## config.mk

```make
export PLATFORM = sky130hd
export DESIGN_NAME = mem_stage_ctrl
export DESIGN_NICKNAME = d
export VERILOG_FILES = /design/src/rtl/dbus_pkg.sv /design/src/rtl/mem_pkg.sv /design/src/rtl/mem_align.sv /design/src/rtl/mem_stage_ctrl.sv
export SDC_FILE = /design/constraint.sdc
export NUM_CORES = 1
export LEC_CHECK = 0
export ABC_AREA = 1
export CAP_MARGIN = 20
export CORE_MARGIN = 5
export CORE_UTILIZATION = 45
export CTS_CLUSTER_DIAMETER = 120
export DETAILED_ROUTE_END_ITERATION = 6
export PLACE_DENSITY_LB_ADDON = 0.2
export SETUP_SLACK_MARGIN = 0.15
export SLEW_MARGIN = 10
export SYNTH_ARGS = -nofsm -noshare
export SYNTH_HDL_FRONTEND = slang
export SYNTH_SLANG_ARGS = --single-unit
```

## constraint.sdc

```tcl
create_clock -name clk -period 4.7 [get_ports clk]
set_input_delay 0.705 -clock clk [delete_from_list [all_inputs] [get_ports clk]]
set_output_delay 0.705 -clock clk [all_outputs]
set_load 0.05 [all_outputs]
```

## src/rtl/dbus_pkg.sv

```systemverilog
// Data-bus types shared by every master and slave on the core data bus.
// Requests are held stable while valid; responses split address and data acceptance.
package dbus_pkg;

   typedef enum logic [1:0] {
      MSIZE1 = 2'd0,
      MSIZE2 = 2'd1,
      MSIZE4 = 2'd2
   } msize_t;

   typedef struct packed {
      logic        valid;
      logic [31:0] addr;
      msize_t      size;
      logic [3:0]  strobe;
      logic [31:0] data;
   } dbus_req_t;

   typedef struct packed {
      logic        addr_ok;
      logic        data_ok;
      logic [31:0] data;
   } dbus_resp_t;

endpackage

```

## src/rtl/mem_pkg.sv

```systemverilog
// Types for the memory pipeline stage: operation codes, FSM states, and bus aliases.
// align_addr() clears address low bits to the natural alignment of the access size.
package mem_pkg;

   typedef dbus_pkg::msize_t     msize_t;
   typedef dbus_pkg::dbus_req_t  dbus_req_t;
   typedef dbus_pkg::dbus_resp_t dbus_resp_t;

   typedef enum logic [1:0] {
      MOP_NONE  = 2'd0,
      MOP_LOAD  = 2'd1,
      MOP_STORE = 2'd2
   } mem_op_t;

   typedef enum logic [1:0] {
      IDLE,
      REQ,
      WAIT
   } mem_state_t;

   function automatic logic [31:0] align_addr(input logic [31:0] a, input msize_t s);
      case (s)
         dbus_pkg::MSIZE2: return {a[31:1], 1'b0};
         dbus_pkg::MSIZE4: return {a[31:2], 2'b00};
         default:          return a;
      endcase
   endfunction

endpackage

```

## src/rtl/mem_align.sv

```systemverilog
// Byte-lane helper: store strobe and data replication, load shift and sign/zero extension.
// Purely combinational; used once on the request side and once on the response side.
module mem_align
   import mem_pkg::*;
(
   input  msize_t      size,
   input  logic        sgn,
   input  logic [1:0]  lo,
   input  logic [31:0] wdata,
   input  logic [31:0] rdata,
   output logic [3:0]  strobe,
   output logic [31:0] wrep,
   output logic [31:0] rext
);

   logic [31:0] shifted;

   always_comb begin
      strobe  = 4'hf;
      wrep    = wdata;
      shifted = rdata >> {lo, 3'b000};
      rext    = shifted;
      case (size)
         dbus_pkg::MSIZE1: begin
            strobe = 4'b0001 << lo;
            wrep   = {4{wdata[7:0]}};
            rext   = {{24{sgn & shifted[7]}}, shifted[7:0]};
         end
         dbus_pkg::MSIZE2: begin
            strobe = 4'b0011 << lo;
            wrep   = {2{wdata[15:0]}};
            rext   = {{16{sgn & shifted[15]}}, shifted[15:0]};
         end
         default: ;
      endcase
   end

endmodule

```

## src/rtl/mem_stage_ctrl.sv

```systemverilog
// MIPS memory stage: issues loads/stores on dbus, aligns data, registers results for writeback.
// Define MEM_ADDR_EXC_EN to raise AdEL/AdES on misaligned accesses instead of force-aligning.
module mem_stage_ctrl
   import mem_pkg::*;
#(
   parameter int unsigned REG_AW = 5,
   parameter int unsigned PC_W   = 32
) (
   input  logic              clk,
   input  logic              resetn,
   input  logic              in_valid,
   output logic              in_ready,
   input  logic [PC_W-1:0]   in_pc,
   input  mem_op_t           in_op,
   input  msize_t            in_size,
   input  logic              in_signed,
   input  logic [31:0]       in_addr,
   input  logic [31:0]       in_wdata,
   input  logic [REG_AW-1:0] in_regt,
   output logic              out_valid,
   input  logic              out_ready,
   output logic [PC_W-1:0]   out_pc,
   output logic              out_wen,
   output logic [REG_AW-1:0] out_regw,
   output logic [31:0]       out_data,
   output logic              out_adel,
   output logic              out_ades,
   output logic [31:0]       out_badvaddr,
   output dbus_req_t         dreq,
   input  dbus_resp_t        dresp
);

   mem_state_t        state, state_nx;
   mem_op_t           lat_op;
   msize_t            lat_size;
   logic              lat_signed;
   logic [31:0]       lat_addr, lat_wdata;
   logic [REG_AW-1:0] lat_regt;
   logic [PC_W-1:0]   lat_pc;

   logic        accept, is_mem, misaligned, done;
   logic [3:0]  req_strobe, unused_rsp_strobe;
   logic [31:0] req_data, rsp_data, unused_rsp_wrep, unused_req_rext;

   assign is_mem = (in_op == MOP_LOAD) || (in_op == MOP_STORE);
   assign accept = in_valid && in_ready;

`ifdef MEM_ADDR_EXC_EN
   assign misaligned = is_mem &&
                       (((in_size == dbus_pkg::MSIZE2) && in_addr[0]) ||
                        ((in_size == dbus_pkg::MSIZE4) && (in_addr[1:0] != 2'b00)));
`else
   assign misaligned = 1'b0;
`endif

   mem_align u_req_align (
      .size(lat_size), .sgn(lat_signed), .lo(lat_addr[1:0]),
      .wdata(lat_wdata), .rdata(32'h0),
      .strobe(req_strobe), .wrep(req_data), .rext(unused_req_rext)
   );

   mem_align u_rsp_align (
      .size(lat_size), .sgn(lat_signed), .lo(lat_addr[1:0]),
      .wdata(32'h0), .rdata(dresp.data),
      .strobe(unused_rsp_strobe), .wrep(unused_rsp_wrep), .rext(rsp_data)
   );

   always_ff @(posedge clk or negedge resetn) begin
      if (!resetn) state <= IDLE;
      else         state <= state_nx;
   end

   // dreq is zero outside REQ so a reset mid-transaction drops it with the state register
   always_comb begin
      state_nx = state;
      in_ready = 1'b0;
      done     = 1'b0;
      dreq     = '0;
      case (state)
         IDLE: begin
            in_ready = !out_valid || out_ready;
            if (in_valid && in_ready && is_mem && !misaligned) state_nx = REQ;
         end
         REQ: begin
            dreq.valid  = 1'b1;
            dreq.addr   = lat_addr;
            dreq.size   = lat_size;
            dreq.strobe = (lat_op == MOP_STORE) ? req_strobe : 4'h0;
            dreq.data   = (lat_op == MOP_STORE) ? req_data : 32'h0;
            if (dresp.addr_ok) begin
               if (dresp.data_ok) begin
                  done     = 1'b1;
                  state_nx = IDLE;
               end else begin
                  state_nx = WAIT;
               end
            end
         end
         WAIT: begin
            if (dresp.data_ok) begin
               done     = 1'b1;
               state_nx = IDLE;
            end
         end
         default: state_nx = IDLE;
      endcase
   end

   always_ff @(posedge clk or negedge resetn) begin
      if (!resetn) begin
         lat_op     <= MOP_NONE;
         lat_size   <= dbus_pkg::MSIZE1;
         lat_signed <= 1'b0;
         lat_addr   <= '0;
         lat_wdata  <= '0;
         lat_regt   <= '0;
         lat_pc     <= '0;
      end else if (accept && is_mem && !misaligned) begin
         lat_op     <= in_op;
         lat_size   <= in_size;
         lat_signed <= in_signed;
         lat_addr   <= align_addr(in_addr, in_size);
         lat_wdata  <= in_wdata;
         lat_regt   <= in_regt;
         lat_pc     <= in_pc;
      end
   end

   always_ff @(posedge clk or negedge resetn) begin
      if (!resetn) begin
         out_valid <= 1'b0;
         out_pc    <= '0;
         out_wen   <= 1'b0;
         out_regw  <= '0;
         out_data  <= '0;
      end else if (accept && (!is_mem || misaligned)) begin
         out_valid <= 1'b1;
         out_pc    <= in_pc;
         out_wen   <= !is_mem && (in_regt != '0);
         out_regw  <= in_regt;
         out_data  <= is_mem ? 32'h0 : in_addr;
      end else if (done) begin
         out_valid <= 1'b1;
         out_pc    <= lat_pc;
         out_wen   <= (lat_op == MOP_LOAD) && (lat_regt != '0);
         out_regw  <= lat_regt;
         out_data  <= (lat_op == MOP_LOAD) ? rsp_data : 32'h0;
      end else if (out_ready) begin
         out_valid <= 1'b0;
      end
   end

`ifdef MEM_ADDR_EXC_EN
   always_ff @(posedge clk or negedge resetn) begin
      if (!resetn) begin
         out_adel     <= 1'b0;
         out_ades     <= 1'b0;
         out_badvaddr <= '0;
      end else if (accept) begin
         out_adel     <= misaligned && (in_op == MOP_LOAD);
         out_ades     <= misaligned && (in_op == MOP_STORE);
         out_badvaddr <= misaligned ? in_addr : 32'h0;
      end else if (done) begin
         out_adel     <= 1'b0;
         out_ades     <= 1'b0;
         out_badvaddr <= '0;
      end
   end
`else
   assign out_adel     = 1'b0;
   assign out_ades     = 1'b0;
   assign out_badvaddr = '0;
`endif

endmodule

```

==> impl_metrics.py <==
metrics = {
    "drt": {
        "drcViolationCount": 0,
        "ant_nets": 0,
        "via_per_inst": 4.889,
        "wl_per_cell_microns": 15.79,
        "vias": 8884,
        "drt-total-wl_mm": 28.69,
        "drt-initial-drc-count": 572,
        "dr.pass1.iters": 5,
    },
    "power": {
        "total_leakage_power_nw": 6.536,
        "ir_drop_mv": 0.3098,
        "power_density_nw_per_um2": 742.1,
    },
    "yosys": {
        "synth_seq_area_share": 0.4803,
        "synth_top_cell_area_share": 0.4803,
        "synth_top_family_by_area": "simple AND/OR/NAND/NOR gates",
        "synthTopCellsByArea": "dfrtp_1 (48%), nand2_1 (23%), o21ai_0 (5.4%)",
        "synth-edff-count": 0,
        "synth_common_cells": "nand2_1 (581), dfrtp_1 (179), inv_1 (127), o21ai_0 (101), nand3_1 (94)",
        "async_reset_ff_frac": 1.000,
        "synth_warnings": 0,
        "syn_area_sq_um": 9325,
        "synth.area.mux_share": 0.007514,
        "synthFlopType": "dfrtp_1",
        "ys_types": 30,
        "yosysMostFrequentCell": "nand2_1",
        "synth.largest_area_cell": "dfrtp_1",
        "synthCells": 1289,
        "ys_ff_latch": 179,
        "synthSimpleGateAreaFrac": 0.3093,
        "synth_xor_area_frac": 0,
        "synth_area_per_cell_sq_um": 7.234,
        "synthAdderAreaFrac": 0.006709,
        "synth_compound_area_frac": 0.07997,
    },
    "sta": {
        "setup_tns_ns": 0,
        "rsz0062_at_grt": "false",
        "skew_ns": 0.01579,
        "max_freq_mhz": 271.2,
        "fin_crit_ns": 3.687,
        "max_slew_margin": 0.3238,
        "timing.final.ws_setup_ns": 1.013,
        "worst_pin_slew_ns": 1.014,
        "setup_viol_count_final": 0,
        "slew_violations": 0,
        "fin_crit_sh": 0.7845,
        "hold_viol": 0,
    },
    "place": {
        "routabilityCongestion": 0.8693,
        "dp_slack_ns": 1.291,
        "portBuffers": 286,
        "hpwl_mm": 20.30,
    },
    "worst_setup_path": {
        "path_class": "flop to output pin",
        "cp.arrival_ns": 2.98,
        "crit_path_max_fanout": 11,
        "cp_data_required_time_ns": 3.99,
        "slowest_stage": "clkdlybuf4s50_1",
        "crit_path_max_incr_delay_ns": 0.81,
        "cp_common_cell": "nor2_1",
        "worst-r2r-cell-count": 10,
        "crit_chain": "inv_1 > nor2_1 > nand2_1 > o211ai_1 > o21ai_0 > nor2_1 > clkdlybuf4s50_1",
        "endpoint_kind": "output pin",
        "critPathLaunchType": "flop",
    },
    "clocking": {
        "cts_tree": "yes",
        "postCtsSetupRepairBufs": 0,
        "cts.sinks": 179,
        "numCtsBuffers": 17,
        "clk-insertion-delay-late_ns": 0.43,
        "cts_hold_buf": 0,
        "ctsResizeCount": 0,
        "cts.path.max_buffers": 2,
        "htree_levels": 4,
        "cts_root_buf": "clkbuf_16",
        "clk_pin_slew_ns": 0.07,
    },
    "floorplan": {
        "start_util": 0.4594,
        "rows": 52,
        "die_w_microns": 154.0,
        "num_io_pins": 321,
        "dieArea_sq_um": 23700,
        "core_area_sq_um": 20300,
        "die_height_microns": 154.0,
    },
    "cells_and_area": {
        "areaGrowthSynthToFinish_pct": 37.15,
        "drive_gt1_frac": 0.04984,
        "postLayoutCoreUtil": 0.6301,
        "finalNetCount": 1681,
    },
    "global_routing": {
        "antenna_found_initial": 1,
        "grt_usage": 0.2354,
        "grt_pass1_vias": 8483,
        "grt_max_degree": 120,
        "grt_pass1_wl_mm": 45.28,
        "grt.overflow.total": 0,
    },
    "hold_path": {
        "hold_path.class": "primary input to asynchronous set/reset pin",
    },
    "status": {
        "status": "completed",
    },
    "flow_run": {
        "drv_cap": 0,
    },
}
[layout make-up]
cell class | count | area [sq um]
antenna | 2 | 5.005
clock buffer | 18 | 439.2
clock inverter | 14 | 138.9
fill | 1826 | 7510
inverter | 129 | 485.5
multi-input combinational | 906 | 3908
sequential | 179 | 4479
tap | 270 | 337.8
timing repair buffer | 299 | 2997
[logic make-up after synthesis]
group	count (synthesis)
compound gates	137
fa+ha+maj	5
buf+inv	237
flops	179
mux	7
other cells	1
simple gates	723
[metrics by stage]
| stage | power (mW) | hold WS [ns] | instances | cell area, sq um |
|---|---|---|---|---|
| after floorplan | 6.399 | 0.4094 | 1322 | 9449 |
| after global placement | 8.012 | 0.4533 | 1781 | 12160 |
| after detailed placement | 8.099 | 0.4585 | 1781 | 12160 |
| after CTS | 9.524 | 0.3219 | 1813 | 12740 |
| after global routing | 10.15 | 0.3334 | 1817 | 12790 |
| final | 9.491 | 0.2823 | 1817 | 12790 |
[metal layers]
layer | track usage | part of all wire | vias to the layer above
met1 | 0.3062 | 0.42 | 4122
met2 | 0.3773 | 0.47 | 332
met3 | 0.07026 | 0.084 | 45
met5 | 0 | 0 | -
li1 | - | - | 4385
met4 | 0.07906 | 0.027 | 0
[worst paths after layout]
check	from	end	slack [ns]
max	lat_size[0]	dreq[8]	1.01
min	resetn	lat_addr[5]	0.28
max reg2reg	state[1]	out_data[20]	1.53
min reg2reg	lat_addr[15]	lat_addr[15]	0.47
max in group asynchronous	resetn	lat_pc[19]	3.43
min in group clk	lat_addr[15]	lat_addr[15]	0.47
[power breakdown]
part           total, mW  internal, mW  switching, mW
Combinational       5.31          1.70           3.61
Clock               1.39         0.719          0.674
Sequential          2.79          2.31          0.477
Total               9.49          4.73           4.76
[placed cells by master (no fill, tap or decap), types with 2 or more instances in the layout]
cell and count:
a21oi_1 11, buf_12 3, buf_4 19, clkbuf_16 17, clkbuf_8 2, clkdlybuf4s50_1 275
clkinv_2 2, clkinv_4 4, clkinv_8 2, conb_1 34, dfrtp_1 179, diode_2 2
ha_1 4, inv_1 126, inv_2 2, inv_6 5, inv_8 2, mux2i_1 7
nand2_1 581, nand3_1 94, nand3_2 2, nor2_1 30, nor2_4 3, o211ai_1 11
o21ai_0 101, o21ai_1 4, o31ai_1 7, or2_2 9
[state kept, by name, summed over array words and instances (netlist names)]
name	count
state	2
out_valid	1
out_data	32
lat_pc	32
lat_op	2
out_regw	5
out_pc	32
lat_signed	1
lat_addr	32
lat_regt	5
out_wen	1
lat_size	2
lat_wdata	32
[worst max-delay path: cells and delay by family (launching register included)]
family,cells,cell delay [ns]
DFF,1,0.58
and+or+nand+nor,3,0.71
buffers and inverters,2,0.95
AOI/OAI and AO/OA,2,0.31
No activity file was read; power rests on OpenSTA's default activity.
